$ cat src/rtl/sync_fifo.sv
// Synchronous FIFO with full/empty flags; used by the arbiter to hold read tags.
module sync_fifo #(
  parameter int unsigned WIDTH = 1,
  parameter int unsigned DEPTH = 4
) (
  input  logic             clk,
  input  logic             reset,
  input  logic             i_push,
  input  logic [WIDTH-1:0] i_push_data,
  input  logic             i_pop,
  output logic [WIDTH-1:0] o_pop_data,
  output logic             o_full,
  output logic             o_empty
);

  localparam int unsigned PtrBits = $clog2(DEPTH);
  localparam logic [PtrBits:0] PtrOne = {{PtrBits{1'b0}}, 1'b1};

  logic [WIDTH-1:0] r_mem [DEPTH];
  logic [PtrBits:0] r_wr_ptr;
  logic [PtrBits:0] r_rd_ptr;
  logic             w_do_push;
  logic             w_do_pop;

  // Extra pointer MSB distinguishes full from empty when the indices match.
  assign o_empty    = (r_wr_ptr == r_rd_ptr);
  assign o_full     = (r_wr_ptr[PtrBits] != r_rd_ptr[PtrBits]) &&
                      (r_wr_ptr[PtrBits-1:0] == r_rd_ptr[PtrBits-1:0]);
  assign w_do_push  = i_push && !o_full;
  assign w_do_pop   = i_pop && !o_empty;
  assign o_pop_data = r_mem[r_rd_ptr[PtrBits-1:0]];

  always_ff @(posedge clk or posedge reset) begin
    if (reset) begin
      r_wr_ptr <= '0;
      r_rd_ptr <= '0;
    end else begin
      if (w_do_push) r_wr_ptr <= r_wr_ptr + PtrOne;
      if (w_do_pop)  r_rd_ptr <= r_rd_ptr + PtrOne;
    end
  end

  always_ff @(posedge clk) begin
    if (w_do_push) r_mem[r_wr_ptr[PtrBits-1:0]] <= i_push_data;
  end

endmodule

$ cat src/rtl/sram_arbiter.sv
// Two-port round-robin arbiter in front of one SRAM controller; read data is steered back
// to the issuing port using an in-order tag FIFO.
module sram_arbiter #(
  parameter int unsigned ADDR_BITS = 20,
  parameter int unsigned DATA_BITS = 16,
  parameter int unsigned TAG_DEPTH = 4
) (
  input  logic                 clk,
  input  logic                 reset,
  input  logic                 p0_req,
  input  logic                 p0_write_enable,
  input  logic [ADDR_BITS-1:0] p0_addr,
  input  logic [DATA_BITS-1:0] p0_write_data,
  output logic                 p0_grant,
  output logic [DATA_BITS-1:0] p0_read_data,
  output logic                 p0_read_data_valid,
  input  logic                 p1_req,
  input  logic                 p1_write_enable,
  input  logic [ADDR_BITS-1:0] p1_addr,
  input  logic [DATA_BITS-1:0] p1_write_data,
  output logic                 p1_grant,
  output logic [DATA_BITS-1:0] p1_read_data,
  output logic                 p1_read_data_valid,
  output logic                 ctrl_req,
  input  logic                 ctrl_ready,
  output logic                 ctrl_write_enable,
  output logic [ADDR_BITS-1:0] ctrl_addr,
  output logic [DATA_BITS-1:0] ctrl_write_data,
  input  logic [DATA_BITS-1:0] ctrl_read_data,
  input  logic                 ctrl_read_data_valid,
  output logic                 tag_error
);

  localparam logic Port0 = 1'b0;
  localparam logic Port1 = 1'b1;

  logic r_last_grant;
  logic r_tag_error;
  logic w_elig0;
  logic w_elig1;
  logic w_sel;
  logic w_issue;
  logic w_push;
  logic w_full;
  logic w_empty;
  logic w_head;
  logic w_pop_ok;

  // A read is ineligible while the tag FIFO is full, even if a pop frees a slot this cycle.
  always_comb begin
    w_elig0 = p0_req && (p0_write_enable || !w_full);
    w_elig1 = p1_req && (p1_write_enable || !w_full);
    w_sel   = Port0;
    if (w_elig0 && w_elig1) begin
      w_sel = ~r_last_grant;
    end else if (w_elig1) begin
      w_sel = Port1;
    end
    w_issue = !reset && ctrl_ready && (w_elig0 || w_elig1);
  end

  always_comb begin
    ctrl_write_enable = p0_write_enable;
    ctrl_addr         = p0_addr;
    ctrl_write_data   = p0_write_data;
    if (w_sel == Port1) begin
      ctrl_write_enable = p1_write_enable;
      ctrl_addr         = p1_addr;
      ctrl_write_data   = p1_write_data;
    end
  end

  assign ctrl_req = w_issue;
  assign p0_grant = w_issue && (w_sel == Port0);
  assign p1_grant = w_issue && (w_sel == Port1);
  assign w_push   = w_issue && !ctrl_write_enable;
  assign w_pop_ok = ctrl_read_data_valid && !w_empty;

  assign p0_read_data       = ctrl_read_data;
  assign p1_read_data       = ctrl_read_data;
  assign p0_read_data_valid = w_pop_ok && (w_head == Port0);
  assign p1_read_data_valid = w_pop_ok && (w_head == Port1);
  assign tag_error          = r_tag_error;

  sync_fifo #(
    .WIDTH (1),
    .DEPTH (TAG_DEPTH)
  ) u_tag_fifo (
    .clk         (clk),
    .reset       (reset),
    .i_push      (w_push),
    .i_push_data (w_sel),
    .i_pop       (ctrl_read_data_valid),
    .o_pop_data  (w_head),
    .o_full      (w_full),
    .o_empty     (w_empty)
  );

  // Port 1 is "last" out of reset so port 0 wins the first tie.
  always_ff @(posedge clk or posedge reset) begin
    if (reset) begin
      r_last_grant <= Port1;
      r_tag_error  <= 1'b0;
    end else begin
      if (w_issue) r_last_grant <= w_sel;
      if (ctrl_read_data_valid && w_empty) r_tag_error <= 1'b1;
    end
  end

endmodule

$ cat config.mk
export PLATFORM = sky130hd
export DESIGN_NAME = sram_arbiter
export DESIGN_NICKNAME = d
export VERILOG_FILES = /design/src/rtl/sync_fifo.sv /design/src/rtl/sram_arbiter.sv
export SDC_FILE = /design/constraint.sdc
export NUM_CORES = 1
export LEC_CHECK = 0
export CAP_MARGIN = 20
export CORE_UTILIZATION = 29
export CTS_CLUSTER_SIZE = 20
export DETAILED_ROUTE_END_ITERATION = 12
export HOLD_SLACK_MARGIN = 0.05
export PLACE_DENSITY_LB_ADDON = 0.12
export SYNTH_ARGS = -nofsm -noshare
export SYNTH_HDL_FRONTEND = slang
export SYNTH_SLANG_ARGS = --single-unit
$ cat constraint.sdc
create_clock -name clk -period 7.5 [get_ports clk]
set_input_delay 1.875 -clock clk [delete_from_list [all_inputs] [get_ports clk]]
set_output_delay 1.875 -clock clk [all_outputs]
set_load 0.01 [all_outputs]
==> impl_metrics.json, run 1 <==
{
  "cp_max_fo": 37,
  "ir_drop_v": 0.000110,
  "postCtsResizedCells": 0,
  "tns_ps": 0,
  "async_reset_ff_share_pct": 66.7,
  "grt-ovfl-total": 0,
  "gr-usage-all-layers_pct": 17.4,
  "cts_tree": "built",
  "ys.flop_type": "dfrtp_1",
  "worst_pin_slew_ps": 694,
  "synth_area_um2": 1450,
  "synth_top_area_share_pct": 24.1,
  "hold_buffers": 0,
  "die_h_um": 72.7,
  "ys_warn_count": 0,
  "skew_ps": 3.24,
  "cts_num_sinks": 12,
  "avgSynthCellArea_um2": 10.8,
  "final_antenna_net_count": 0,
  "drtIter0Drc": 36,
  "vias": 1302,
  "endpoint_kind": "primary output",
  "port_buffers": 122,
  "num_rows": 25,
  "clk_path_buf_depth": 2,
  "grt_pass1_wl_mm": 6.89,
  "first_global_vias": 1410,
  "grt_antenna_before_repair": 0,
  "rsz0062_at_grt": "false",
  "initial_core_util_pct": 30.5,
  "clkTransAtPathRegs_ps": 50,
  "slowest_delay_ps": 520,
  "cts_setup_buffers": 0,
  "cts_root_buf": "clkbuf_8",
  "drive_gt1_share_pct": 21.7,
  "core_area_um2": 4750,
  "drv_cap": 0,
  "min_period_ps": 6280,
  "drt-vias-per-instance": 4.44,
  "chipWidth_um": 72.7,
  "drt-wirelength-per-cell_um": 16.3,
  "status": "completed",
  "cp.arrival_ps": 4410,
  "cp_cell_sequence": "clkdlybuf4s50_1 -> o41ai_2 -> o21bai_4 -> buf_4 -> mux2_2 -> clkdlybuf4s50_1",
  "ys_ff_latch": 12,
  "grt_max_degree": 38,
  "required_ps": 5620,
  "p_per_area_nw_per_um2": 237,
  "finalPower_mw": 0.600,
  "maxSlewViolCount": 0,
  "drc_errors": 0,
  "syn_to_final_growth_pct": 74.3,
  "die_area_um2": 5290,
  "dp_hpwl_mm": 4.11,
  "timing.hold.ws_ps": 457,
  "cp_common_cell": "clkdlybuf4s50_1",
  "wl_mm": 4.77,
  "min_path_type": "reg2reg",
  "syn_nets": 236,
  "first_pass_iters": 4,
  "final_nets": 328,
  "clk_latency_ps": 240,
  "synth_edf_count": 4,
  "path_class": "in2out",
  "cellLeakagePower_nw": 0.990,
  "synthCells": 135,
  "synth.area.top_cells": "mux2_2, buf_4, dfrtp_1",
  "yosysSeqAreaShare_pct": 22.2,
  "setup_viol": 0,
  "h-tree-depth": 1,
  "place.gp.congestion": 0.758,
  "fmax_mhz": 159,
  "diodes": 0,
  "timing.final.crit_share_pct": 83.8,
  "io_pins": 171,
  "start_kind": "primary input",
  "yosysUniqueCellTypes": 33,
  "critPathSlowestCell": "clkdlybuf4s50_1",
  "cts_buffers": 3,
  "synth_top_area_cell": "mux2_2",
  "maxSlewHeadroom_pct": 53.4,
  "hold_violations": 0
}
flip-flops by register name (all words and copies together) (netlist names):
name	flops
r_last_grant	1
u_tag_fifo.r_rd_ptr	3
u_tag_fifo.r_wr_ptr	3
u_tag_fifo.r_mem	4
tag_error	1
worst paths after layout:
path,startpoint,to,slack [ps],cells after the start
setup / recovery,p1_write_enable,ctrl_write_data[8],1220,6
hold / removal,tag_error$_DFFE_PP0P_,tag_error$_DFFE_PP0P_,460,1
setup reg to reg,u_tag_fifo.r_wr_ptr[1]$_DFFE_PP0P_,u_tag_fifo.r_mem[0]$_DFFE_PP_,5430,4
hold reg to reg,tag_error$_DFFE_PP0P_,tag_error$_DFFE_PP0P_,460,1
max in group asynchronous,reset,r_last_grant$_DFFE_PP1N_,5290,2
min in group asynchronous,reset,u_tag_fifo.r_rd_ptr[0]$_DFFE_PP0P_,1910,2
power by group:
group	internal, mW	switching, mW	leakage [nW]
clock	0.0375	0.0243	0.0228
combinational	0.241	0.170	0.840
sequential	0.0956	0.0316	0.127
total	0.374	0.226	0.990
kinds of logic (layout without fill, tap and decap cells):
kind of cell               after synthesis  in the layout  share of synthesized area, %
buffers and inverters                   42            133                          21.3
AOI/OAI and AO/OA                       13             13                          7.67
muxes                                   39             39                          32.8
DFF                                     12             12                          22.2
adders and majority gates                5              5                          4.31
xor gates and xnor gates                 8              8                          5.35
and+or+nand+nor                         16             16                          6.38
critical path: cells and delay by family:
| family | cells | cell delay [ps] |
|---|---|---|
| muxes | 1 | 400 |
| buffers and inverters | 3 | 1440 |
| AOI/OAI and AO/OA | 2 | 680 |
layout by cell type (no fill, tap or decap):
cell	n
a21bo_2	1
a21o_1	1
a21oi_1	1
and2_1	4
and4bb_2	1
buf_4	1
clkbuf_1	1
clkbuf_8	3
clkdlybuf4s50_1	122
dfrtp_1	7
dfstp_2	1
edfxtp_1	4
ha_1	5
inv_1	6
mux2_2	31
mux2_4	7
mux4_2	1
nand2_1	2
nor2_1	3
nor2b_1	2
nor3_1	2
nor3b_1	1
nor4_1	1
o21a_1	2
o21ai_0	1
o21bai_4	1
o22a_1	1
o31ai_1	2
o32ai_1	1
o41ai_1	1
o41ai_2	1
xnor2_1	3
xor2_1	4
xor2_2	1
cell type report:
class / count / area [µm²]
clock buffer: 4 / 45.0
fill: 428 / 2220
inverter: 6 / 22.5
multi-input combinational: 81 / 828
sequential: 12 / 322
tap: 67 / 83.8
timing repair buffer: 123 / 1230
Yosys cell counts, types with 3 or more instances:
master    instances
and2_1            4
edfxtp_1          4
ha_1              5
mux2_4            7
mux2_2           31
xor2_1            4
nor2_1            3
buf_4            34
inv_1             6
dfrtp_1           7
xnor2_1           3
per-stage QoR:
step	setup slack (ps)	cell area, µm²	instances	util (%)
after floorplan	2580	1450	135	-
after global placement	1270	2480	289	52.3
after detailed placement	1190	2480	289	52.3
after CTS	1180	2530	293	53.2
after global routing	1090	2530	293	53.2
final	1220	2530	293	53.2
metal layers:
metal	track usage (%)	wire length, µm	vias to the layer above
met5	0	0	-
met4	5.66	119	0
met3	5.11	362	14
met2	32.4	2610	70
met1	18.7	1680	598
li1	-	-	620
No activity file was read; power rests on OpenSTA's default activity.
==> run 2: changes to the inputs <==
CORE_UTILIZATION = 27   (was 29)
clock period = 5.85 ns   (was 7.5 ns; I/O delays follow)
==> run 2 against run 1 <==
Compared with the run above:
- clock power increased by 46%
- global-route usage down 2.1 points
- cell area increased by 1.3%
- power is 30% higher
- utilization is 3.3 points lower
- non-clock buffer count rose by 1
- routed wire length is 2.9% lower
- setup slack got worse by 630 ps
- via count decreased by 1.1%
- critical endpoint is now ctrl_write_data[9]
- largest cell class unchanged
- highest routed layer unchanged
==> impl_metrics.json, run 2 (synthesis gave the netlist of run 1 again) <==
{
  "drt-wirelength-per-cell_um": 15.6,
  "cts_setup_buffers": 0,
  "wl_mm": 4.63,
  "drt-vias-per-instance": 4.34,
  "reg2reg_depth": 4,
  "p_sw_share_pct": 36.5,
  "p_clk_share_pct": 11.5,
  "dp_hpwl_mm": 4.00,
  "dp_cells": 293,
  "gr-usage-all-layers_pct": 15.3,
  "grt_max_degree": 28,
  "endpoint_kind": "primary output",
  "first_global_vias": 1303,
  "drv_cap": 0,
  "timing.hold.ws_ps": 450,
  "chipWidth_um": 75.3,
  "cts_root_buf": "clkbuf_8",
  "h-tree-depth": 1,
  "cts_num_sinks": 12,
  "path_class": "in2out",
  "port_buffers": 122,
  "cts_buffers": 3,
  "grt_pass1_wl_mm": 6.40,
  "layout_commonest_cell": "clkdlybuf4s50_1",
  "hold_violations": 0,
  "final_util_pct": 49.9,
  "p_sw_mw": 0.286,
  "worst_pin_slew_ps": 655,
  "syn_to_final_growth_pct": 76.6,
  "rr_startpoint": "u_tag_fifo.r_rd_ptr[1]$_DFFE_PP0P_",
  "start_kind": "primary input",
  "drtIter0Drc": 12,
  "min_to": "tag_error$_DFFE_PP0P_",
  "io_pins": 171,
  "fmax_mhz": 190,
  "combPwrFrac_pct": 67.8,
  "cp_cell_sequence": "clkdlybuf4s50_1 -> o41ai_2 -> o21bai_4 -> buf_12 -> mux2_2 -> clkdlybuf4s50_1",
  "maxSlewViolCount": 0,
  "grt_antenna_before_repair": 0,
  "cp.arrival_ps": 3800,
  "die_h_um": 75.3,
  "maxSlewHeadroom_pct": 55.9,
  "timing.final.crit_share_pct": 90.0,
  "hold_buffers": 0,
  "drc_errors": 0,
  "cp_max_fo": 27,
  "layout.cells.non_filler": 297,
  "first_pass_iters": 2,
  "nFillCells": 494,
  "status": "completed",
  "initial_core_util_pct": 28.2,
  "core_area_um2": 5140,
  "grt-ovfl-total": 0,
  "ff2ff_setup_slack_ps": 3720,
  "clkTransAtPathRegs_ps": 50,
  "cellLeakagePower_nw": 1.01,
  "p_per_area_nw_per_um2": 305,
  "largest_reg_flops": 4,
  "min_path_cells": 1,
  "ir_drop_v": 0.000111,
  "min_period_ps": 5260,
  "place.gp.congestion": 0.725,
  "drive_gt1_share_pct": 22.5,
  "critPathSlowestCell": "clkdlybuf4s50_1",
  "diodes": 0,
  "setup_viol": 0,
  "skew_ps": 2.55,
  "holdCritStartpoint": "tag_error$_DFFE_PP0P_",
  "internal_power_mw": 0.497,
  "vias": 1288,
  "slowest_delay_ps": 510,
  "most-common-layout-cells": "clkdlybuf4s50_1, mux2_2, mux2_4, dfrtp_1, inv_1",
  "die_area_um2": 5670,
  "tns_ps": 0,
  "cp_common_cell": "clkdlybuf4s50_1",
  "clk_path_buf_depth": 2,
  "final_antenna_net_count": 0,
  "multiInputGateArea_um2": 828,
  "num_rows": 26,
  "cts_tree": "built",
  "clk_latency_ps": 240,
  "min_path_type": "reg2reg",
  "r2r-end": "u_tag_fifo.r_wr_ptr[1]$_DFFE_PP0P_",
  "postCtsResizedCells": 0,
  "rsz0062_at_grt": "false",
  "required_ps": 4390,
  "seq_power_share_pct": 20.6,
  "final_nets": 329,
  "seq_area_um2": 322
}
-- run 2: cell count changes in the layout (fill, tap and decap cells not counted) --
cell      previous run  this run
buf_12               0         1
clkbuf_1             1         0
clkbuf_8             3         4
-- run 2: worst max path at each step --
stage,start,end,slack (ps),cells after the start
3_3_place_gp,p1_write_enable,ctrl_write_data[9],580,6
6_report,p1_write_enable,ctrl_write_data[9],590,6
2_1_floorplan,p1_write_enable,ctrl_addr[10],1750,5
4_1_cts,p1_write_enable,ctrl_write_data[9],540,6
5_1_grt,p1_write_enable,ctrl_write_data[0],510,6
3_5_place_dp,p1_write_enable,ctrl_write_data[9],550,6
-- run 2: metrics by stage --
stage          power (mW)  setup slack [ps]  instance area (µm²)
5_1_grt             0.844               507                 2560
4_1_cts             0.796               543                 2560
3_3_place_gp        0.704               576                 2510
6_report            0.783               586                 2560
3_5_place_dp        0.700               549                 2510
2_1_floorplan       0.491              1750                 1450
-- run 2: layer usage --
layer / GRT usage [%] / routed length (µm) / vias to the layer above
met5: 0 / 0 / -
met4: 3.70 / 45 / 0
met3: 6.35 / 437 / 9
met2: 26.4 / 2510 / 69
met1: 17.6 / 1640 / 586
li1: - / - / 624
-- run 2: power groups by stage --
stage,Sequential [mW],Combinational [mW],Clock [mW]
2_1_floorplan,0.156,0.335,0
3_3_place_gp,0.163,0.541,0
3_5_place_dp,0.164,0.536,0
4_1_cts,0.163,0.539,0.0934
5_1_grt,0.167,0.579,0.0974
6_report,0.162,0.531,0.0903
-- run 2: critical path, delay by kind of cell --
kind	cells	cell delay, ps
AO/OA/AOI/OAI	2	770
buffers and inverters	3	1220
multiplexers	1	350
-- run 2: final cells by class --
| class | count | share of cell area (%) |
|---|---|---|
| flip-flops and latches | 12 | 12.5 |
| well taps | 70 | 3.42 |
| clock buffers | 4 | 2.15 |
| inverters | 6 | 0.878 |
| repair buffers | 124 | 48.7 |
| multi-input cells | 81 | 32.3 |
